$ cat config.mk
export PLATFORM = sky130hd
export DESIGN_NAME = npc_bpred
export DESIGN_NICKNAME = d
export VERILOG_FILES = /design/src/rtl/npc_bpred_pkg.sv /design/src/rtl/npc_btb.sv /design/src/rtl/npc_bpred.sv
export SDC_FILE = /design/constraint.sdc
export NUM_CORES = 2
export LEC_CHECK = 0
export BUFFER_PORTS_ARGS = -buffer_cell sky130_fd_sc_hd__buf_2
export CORE_MARGIN = 2
export CORE_UTILIZATION = 25
export DETAILED_ROUTE_END_ITERATION = 7
export GPL_ROUTABILITY_DRIVEN = 0
export GPL_TIMING_DRIVEN = 0
export PLACE_DENSITY_LB_ADDON = 0.15
export REMOVE_ABC_BUFFERS = 1
export SETUP_SLACK_MARGIN = 0.2
export SYNTH_ARGS = -nofsm -noshare
export SYNTH_HDL_FRONTEND = slang
export SYNTH_SLANG_ARGS = --single-unit
$ cat constraint.sdc
create_clock -name clk -period 18.8 [get_ports clk]
set_clock_uncertainty 0.15 [all_clocks]
set_input_delay 3.76 -clock clk [delete_from_list [all_inputs] [get_ports clk]]
set_output_delay 3.76 -clock clk [all_outputs]
set_load 0.1 [all_outputs]
$ cat src/rtl/npc_bpred_pkg.sv
// Shared definitions for the npc_bpred next-PC predictor: 2-bit counter
// encodings, reset/allocation counter states, default reset PC and the
// saturating counter step function.
package npc_bpred_pkg;

    typedef enum logic [1:0] {
        SNT = 2'b00,
        WNT = 2'b01,
        WT  = 2'b10,
        ST  = 2'b11
    } ctr_e;

    localparam ctr_e        CTR_RESET        = WNT;
    localparam ctr_e        CTR_ALLOC        = WT;
    localparam logic [31:0] DEFAULT_RESET_PC = 32'h0000_3000;

    // Saturating 2-bit counter step: SNT and ST stick at the ends.
    function automatic ctr_e ctr_next(input ctr_e cur, input logic taken);
        ctr_e nxt;
        nxt = cur;
        case (cur)
            SNT:     nxt = taken ? WNT : SNT;
            WNT:     nxt = taken ? WT  : SNT;
            WT:      nxt = taken ? ST  : WNT;
            ST:      nxt = taken ? ST  : WT;
            default: nxt = CTR_RESET;
        endcase
        return nxt;
    endfunction

endpackage

$ cat src/rtl/npc_btb.sv
// Direct-mapped branch target buffer: valid/tag/target/counter arrays with
// one combinational lookup port and one update port written at the clock
// edge. Lookup always returns pre-update contents (no write bypass).
// Word addresses only: callers pass pc[PC_W-1:2].
module npc_btb
    import npc_bpred_pkg::*;
#(
    parameter int ENTRIES = 16,
    parameter int PC_W    = 32
) (
    input  logic            clk,
    input  logic            reset,
    input  logic [PC_W-1:2] lk_pc,
    output logic            lk_taken,
    output logic [PC_W-1:0] lk_target,
    input  logic            wr_en,
    input  logic [PC_W-1:2] wr_pc,
    input  logic            wr_taken,
    input  logic [PC_W-1:2] wr_target
);

    localparam int IDX_W = $clog2(ENTRIES);
    localparam int TAG_W = PC_W - IDX_W - 2;

    logic             valid_q  [ENTRIES];
    logic             valid_d  [ENTRIES];
    logic [TAG_W-1:0] tag_q    [ENTRIES];
    logic [TAG_W-1:0] tag_d    [ENTRIES];
    logic [PC_W-3:0]  target_q [ENTRIES];
    logic [PC_W-3:0]  target_d [ENTRIES];
    logic [1:0]       ctr_q    [ENTRIES];
    logic [1:0]       ctr_d    [ENTRIES];

    logic [IDX_W-1:0] lk_idx;
    logic [TAG_W-1:0] lk_tag;
    logic [IDX_W-1:0] wr_idx;
    logic [TAG_W-1:0] wr_tag;
    logic             lk_hit;
    logic             wr_hit;

    assign lk_idx = lk_pc[IDX_W+1:2];
    assign lk_tag = lk_pc[PC_W-1:IDX_W+2];
    assign wr_idx = wr_pc[IDX_W+1:2];
    assign wr_tag = wr_pc[PC_W-1:IDX_W+2];
    assign wr_hit = valid_q[wr_idx] && (tag_q[wr_idx] == wr_tag);

    // Zero-latency lookup of the current fetch PC.
    always_comb begin
        lk_hit    = valid_q[lk_idx] && (tag_q[lk_idx] == lk_tag);
        lk_taken  = lk_hit && ctr_q[lk_idx][1];
        lk_target = {target_q[lk_idx], 2'b00};
    end

    // Next array state: train on a hit, allocate on a taken miss, else keep.
    always_comb begin
        valid_d  = valid_q;
        tag_d    = tag_q;
        target_d = target_q;
        ctr_d    = ctr_q;
        if (wr_en) begin
            if (wr_hit) begin
                ctr_d[wr_idx] = ctr_next(ctr_e'(ctr_q[wr_idx]), wr_taken);
                if (wr_taken) begin
                    target_d[wr_idx] = wr_target;
                end else begin
                    target_d[wr_idx] = target_q[wr_idx];
                end
            end else if (wr_taken) begin
                valid_d[wr_idx]  = 1'b1;
                tag_d[wr_idx]    = wr_tag;
                target_d[wr_idx] = wr_target;
                ctr_d[wr_idx]    = CTR_ALLOC;
            end else begin
                // not-taken miss leaves the entry untouched
                valid_d[wr_idx] = valid_q[wr_idx];
            end
        end else begin
            valid_d[wr_idx] = valid_q[wr_idx];
        end
    end

    // Valid bits and counters: cleared to empty/weakly-not-taken on reset.
    always_ff @(posedge clk) begin
        if (reset) begin
            for (int i = 0; i < ENTRIES; i++) begin
                valid_q[i] <= 1'b0;
                ctr_q[i]   <= CTR_RESET;
            end
        end else begin
            valid_q <= valid_d;
            ctr_q   <= ctr_d;
        end
    end

    // Tags and targets need no reset; they are qualified by the valid bits.
    always_ff @(posedge clk) begin
        tag_q    <= tag_d;
        target_q <= target_d;
    end

endmodule

$ cat src/rtl/npc_bpred.sv
// Fetch-stage next-PC unit: owns the fetch PC register, predicts the next
// PC through a direct-mapped BTB, detects mispredicts reported by the
// resolve stage and redirects fetch.
// Optional build macro NPC_BPRED_STATS_EN adds saturating branch and
// mispredict counters (stat_branches, stat_mispredicts).
module npc_bpred
    import npc_bpred_pkg::*;
#(
    parameter int              ENTRIES  = 16,
    parameter int              PC_W     = 32,
    parameter logic [PC_W-1:0] RESET_PC = PC_W'(DEFAULT_RESET_PC)
) (
    input  logic            clk,
    input  logic            reset,
    input  logic            stall,
    output logic [PC_W-1:0] pc,
    output logic            pred_taken,
    output logic [PC_W-1:0] pred_target,
    input  logic            upd_valid,
    input  logic [PC_W-1:0] upd_pc,
    input  logic            upd_taken,
    input  logic [PC_W-1:0] upd_target,
    input  logic            upd_pred_taken,
    input  logic [PC_W-1:0] upd_pred_target,
    output logic            flush,
    output logic [PC_W-1:0] redirect_pc
`ifdef NPC_BPRED_STATS_EN
    ,
    output logic [31:0]     stat_branches,
    output logic [31:0]     stat_mispredicts
`endif
);

    localparam logic [PC_W-1:0] PC_STEP    = PC_W'(3'd4);
    localparam logic [PC_W-1:0] PC_RST_ALN = {RESET_PC[PC_W-1:2], 2'b00};

    logic [PC_W-1:0] pc_q;
    logic [PC_W-1:0] pc_d;
    logic [PC_W-1:0] pc_plus4;
    logic [PC_W-1:0] upd_plus4;
    logic            btb_taken;
    logic [PC_W-1:0] btb_target;
    logic            btb_wr_en;

    assign pc        = pc_q;
    assign pc_plus4  = pc_q + PC_STEP;
    assign upd_plus4 = upd_pc + PC_STEP;
    assign btb_wr_en = upd_valid && !reset;

    npc_btb #(
        .ENTRIES (ENTRIES),
        .PC_W    (PC_W)
    ) u_btb (
        .clk       (clk),
        .reset     (reset),
        .lk_pc     (pc_q[PC_W-1:2]),
        .lk_taken  (btb_taken),
        .lk_target (btb_target),
        .wr_en     (btb_wr_en),
        .wr_pc     (upd_pc[PC_W-1:2]),
        .wr_taken  (upd_taken),
        .wr_target (upd_target[PC_W-1:2])
    );

    // Prediction for the current fetch PC.
    always_comb begin
        pred_taken = btb_taken;
        if (btb_taken) begin
            pred_target = btb_target;
        end else begin
            pred_target = pc_plus4;
        end
    end

    // Mispredict detection and the corrected fetch address.
    always_comb begin
        flush = upd_valid && ((upd_taken != upd_pred_taken) ||
                              (upd_taken && (upd_target != upd_pred_target)) ||
                              (!upd_taken && (upd_pred_target != upd_plus4)));
        if (upd_taken) begin
            redirect_pc = {upd_target[PC_W-1:2], 2'b00};
        end else begin
            redirect_pc = {upd_plus4[PC_W-1:2], 2'b00};
        end
    end

    // Next fetch PC: a redirect beats a stall, otherwise follow the prediction.
    always_comb begin
        if (flush) begin
            pc_d = redirect_pc;
        end else if (stall) begin
            pc_d = pc_q;
        end else begin
            pc_d = pred_target;
        end
    end

    // Fetch PC register; reset wins over any redirect.
    always_ff @(posedge clk) begin
        if (reset) begin
            pc_q <= PC_RST_ALN;
        end else begin
            pc_q <= pc_d;
        end
    end

`ifdef NPC_BPRED_STATS_EN
    logic [31:0] stat_br_q;
    logic [31:0] stat_br_d;
    logic [31:0] stat_mis_q;
    logic [31:0] stat_mis_d;

    assign stat_branches    = stat_br_q;
    assign stat_mispredicts = stat_mis_q;

    // Saturating event counters for resolved branches and mispredicts.
    always_comb begin
        if (upd_valid && (stat_br_q != 32'hFFFF_FFFF)) begin
            stat_br_d = stat_br_q + 32'd1;
        end else begin
            stat_br_d = stat_br_q;
        end
        if (flush && (stat_mis_q != 32'hFFFF_FFFF)) begin
            stat_mis_d = stat_mis_q + 32'd1;
        end else begin
            stat_mis_d = stat_mis_q;
        end
    end

    // Statistics registers, cleared on reset.
    always_ff @(posedge clk) begin
        if (reset) begin
            stat_br_q  <= 32'd0;
            stat_mis_q <= 32'd0;
        end else begin
            stat_br_q  <= stat_br_d;
            stat_mis_q <= stat_mis_d;
        end
    end
`endif

endmodule

# Word-level counts from Yosys, hierarchy flattened
# Cells that the tools add are included.
# totals
reg_bits	976
output_inout_bits	98
# op_classes
bitwise	7
addsub	2
mux	56
n_eq_ne	10
reduce_logical	16
n_lt_le_gt_ge	3
# ops
operator	count
2-to-1 mux 480 bit	3
bitwise mux 480 bit	2
bitwise mux 416 bit	1
binary-select mux 30 bit (select 4 bit)	2
binary-select mux 26 bit (select 4 bit)	2
2-to-1 mux 32 bit	6
2-to-1 mux 30 bit	5
2-to-1 mux 26 bit	5
demux 30 bit (select 4 bit)	1
demux 26 bit (select 4 bit)	1
adder 32 x 3 -> 32 bit, second input constant	2
!= test 32 bit	2
equality test 26 bit	2
2-to-1 mux 16 bit	3
bitwise mux 32 bit	1
OR 16 bit	2
2-to-1 mux 2 bit	9
bitwise AND 16 bit	1
binary-select mux 2 bit (select 4 bit)	2
bitwise mux 16 bit	1
NOT 16 bit	1
>= comparator 5 bit, second input constant	2
NOT 4 -> 5 bit	2
binary-select mux 1 bit (select 4 bit)	2
other kinds (18)	34

# Logic depth before layout (Yosys ltp)
# depth
word_depth	10
ltp_mapped	21

# Hierarchy
# From an unflattened synthesis, not the netlist that was laid out.
# hier_totals
cells_unflattened	4651
hier_area_um2	60576.8
# by_module_without_submodules
module	cells_each	instances	area_per_inst_um2	seq_area_each_um2
npc_btb	3817	1	54986.5	27866.7
npc_bpred	834	1	5590.4	640.6

# Least setup slack after synthesis
# OpenSTA, ideal clock, no wires.
# synth_timing
kind	input port to output port
from	input upd_pc[3]
to	output flush
path_stages	20
t_required_ns	14.890
arrival_time_ns	7.931
slack_ns	6.959
cell_sequence	clkbuf_1 > buf_2 > buf_4 > buf_4 > buf_2 > buf_2 > clkbuf_1 > clkbuf_1 > inv_1 > ha_1 > xnor2_1 > nand4_1 > a2111oi_0 > o21ai_0 > nor4_1 > nand4_1 > or4_1 > nand3_2 > buf_2 > inv_1
# synth_via
elab_chain_len	5
# synth_lines
element	line_no	rtl
start, declared	npc_bpred.sv:20	input logic [PC_W-1:0] upd_pc,
adder 32 x 3 -> 32 bit	npc_bpred.sv:47	assign upd_plus4 = upd_pc + PC_STEP;
!= test 32 bit	npc_bpred.sv:79	(!upd_taken && (upd_pred_target != upd_plus4)));
logical AND 1 bit	npc_bpred.sv:79	
logical OR 1 bit	npc_bpred.sv:78	(upd_taken && (upd_target != upd_pred_target)) ||
logical AND 1 bit	npc_bpred.sv:77	flush = upd_valid && ((upd_taken != upd_pred_taken) ||
end, declared	npc_bpred.sv:25	output logic flush,
# Every way passes these cells.

# Final worst setup path
# Ends and elaborated chain as after synthesis.

==> out/qor.yml <==
worst_setup_path:
  crit_path_cell_trace: "buf_8, buf_16, ha_1, nand3_4, nor3_1, and3_1, xor2_1, xnor2_1, o2111ai_1, or4_1, or4_1, nand3_2, inv_1, buf_2"
  worst_ep_arrival_time_ns: 11.01
  crit_path_end_kind: "primary output"
  regToRegSetupSlack_ns: 12.07
  path_class: "in -> out"
  reg2reg_from: "pc[3]"
  path_max_fanout: 75
  cpPeakStageDelay_ns: 1.18
  critical_path_required_ns: 14.89
  crit_top_cell: "or4_1"
  cp_slowest_cell: "nor3_1"
  r2r_cells: 14
  r2r_end: "pc[30]"
  start_kind: "input pin"
sta:
  finalMaxSlewViolations: 0
  min_period_ns: 14.92
  rsz0062_at_grt: "no"
  fin_crit_sh: 0.794
  timing.fmax_mhz: 67.0
  slew_headroom: 0.0131
  setup_viol: 0
  fin_setup_tns_ns: 0
  hold_viol: 0
  tightest_slew_ns: 1.47
detailed_routing:
  via_count: 38900
  wl_per_cell_um: 34.5
  wirelength_mm: 243
  viasPerCell: 5.53
  drtIter0Drc: 4267
  ant_nets: 0
  drc: 0
  firstDrtPassIters: 8
synthesis:
  ys_ff_latch: 976
  synth_flop_cell: "edfxtp_1"
  yosysSeqAreaShare: 0.517
  synthCells: 4030
  synth-warning-count: 0
  synth_area_per_cell_sq_um: 13.7
  synth_edf_count: 896
  synth_cell_types: 81
  synth-async-reset-ratio: 0
  netlist_area_sq_um: 55100
place:
  hpwl_mm: 164
  port_buffers: 197
cells_and_area:
  area_delta_synth_final_pct: 17.6
  fin_nets: 4157
  fillCellCount: 22200
  drive_gt1_frac: 0.284
  final_common_cell: "edfxtp_1"
  final_cell_mix: "edfxtp_1, mux4_2, nand3_1, o21ai_1, o21ai_0"
clock_network:
  clock-sinks: 976
  numCtsBuffers: 113
  cts_htree_levels: 3
  clk_pin_slew_ns: 0.06
  insertion_delay_ns: 0.78
  post_cts_buffers: 0
  cts_buffer_depth: 3
  cts_resized: 0
  cts_tree: "yes"
  cts_root_buf: "clkbuf_16"
  cts_hold_buf: 0
worst_hold_path:
  worstHoldStart: "pc[1]"
  holdPathStages: 1
  hp-class: "reg -> reg"
  min_to: "pc[1]"
floorplan:
  dieArea_sq_um: 224000
  core_area_sq_um: 220000
  row_count: 172
  start_util: 0.251
  die_w_um: 474
  ios: 200
  die_h_um: 474
grt:
  grt_remaining_overflow: 0
  grt_pass1_vias: 37900
  antenna_found_initial: 41
  grt_usage: 0.212
  grt_max_degree: 77
  grt_pass1_wl_mm: 330
power:
  vdd_drop_max_mv: 0.0754
  pwr_density_cell_nw_per_um2: 86.9
  p_total_mw: 5.63
  p_leak_nw: 21.1
run_status:
  status: "complete, but fails checks"
  violations: "max-capacitance violations"
run:
  maxCapViolCount: 1
==> cell usage after synthesis (all sizes together), types with 20 or more instances <==
cell type / count / share of area
edfxtp: 896 / 0.49
o21ai: 559 / 0.051
mux4: 529 / 0.22
nand3: 523 / 0.048
buf: 211 / 0.021
clkbuf: 204 / 0.014
nor2: 129 / 0.0089
mux2i: 127 / 0.023
nand2: 104 / 0.0071
xnor2: 99 / 0.016
dfxtp: 80 / 0.029
xor2: 66 / 0.010
mux2: 60 / 0.012
a21oi: 53 / 0.0048
inv: 41 / 0.0028
nor3: 28 / 0.0028
o211ai: 23 / 0.0031
nand4: 21 / 0.0024
a22oi: 20 / 0.0027
nor4: 20 / 0.0028
==> sequential cells by signal, summed over array words and instances, names as in the netlist <==
register	cells
u_btb.target_q	480
u_btb.tag_q	416
u_btb.valid_q	16
pc	32
u_btb.ctr_q	32
==> stage by stage <==
step / instances / hold WS (ns) / setup slack [ns] / area (sq um) / util
2_1_floorplan: 3616 / 0.320 / 0.843 / 53200 / -
3_3_place_gp: 6684 / 0.332 / -13.48 / 57800 / 0.263
3_5_place_dp: 6804 / 0.331 / 4.18 / 61000 / 0.278
4_1_cts: 7010 / 0.339 / 4.18 / 64700 / 0.295
5_1_grt: 7024 / 0.367 / 3.72 / 64800 / 0.295
6_report: 7031 / 0.337 / 3.88 / 64800 / 0.295
==> cell families (layout without fill, tap and decap cells) <==
logic type               after synthesis  after routing  synth area share
AND/OR/NAND/NOR                      905            905            0.0815
other                                  1             21         0.0000680
flip-flops                           976            976             0.517
multiplexers                         716            716             0.252
XOR/XNOR                             165            165            0.0262
AO/OA/AOI/OAI                        799            799            0.0839
buffers and inverters                461            571            0.0380
adder cells (fa/ha/maj)                7              7           0.00150
==> critical path, delay by kind of cell <==
| family | cells | cell delay (ns) |
|---|---|---|
| compound gates | 1 | 0.34 |
| xor+xnor | 2 | 0.94 |
| fa+ha+maj | 1 | 0.68 |
| buf+inv | 4 | 1.10 |
| simple gates | 6 | 3.85 |
==> worst max path at each step <==
| stage | startpoint | end | depth (start not counted) |
|---|---|---|---|
| after global placement | upd_pc[2] | u_btb.target_q[70] | 11 |
| after detailed placement | upd_pc[2] | flush | 14 |
| final | upd_pc[3] | flush | 14 |
| after global routing | upd_pc[2] | flush | 14 |
| after CTS | upd_pc[2] | flush | 14 |
| after floorplan | pc[2] | pred_target[26] | 10 |
==> layer usage <==
layer	share of wire	wire [um]	up-vias	track usage
met5	0.00017	41	-	0
met4	0.059	14300	8	0.110
met3	0.060	14600	434	0.0344
met2	0.47	114000	1592	0.340
met1	0.41	99700	20500	0.275
li1	-	-	16300	-
==> power breakdown <==
part           switching (mW)  internal (mW)
registers              0.0593           2.42
logic                   0.584          0.312
clock network           0.969           1.29
total                    1.61           4.02
==> layout make-up <==
type,count,area (sq um),area share
well taps,2871,3590,0.0554
multi-input cells,2594,25100,0.387
flip-flops and latches,976,28500,0.440
repair buffers,319,3730,0.0575
clock buffers,148,3030,0.0468
inverters,46,185,0.00286
clock inverters,58,623,0.00962
diodes,19,47.5,0.000734
Note: power is estimated with default switching activity, not from simulation.
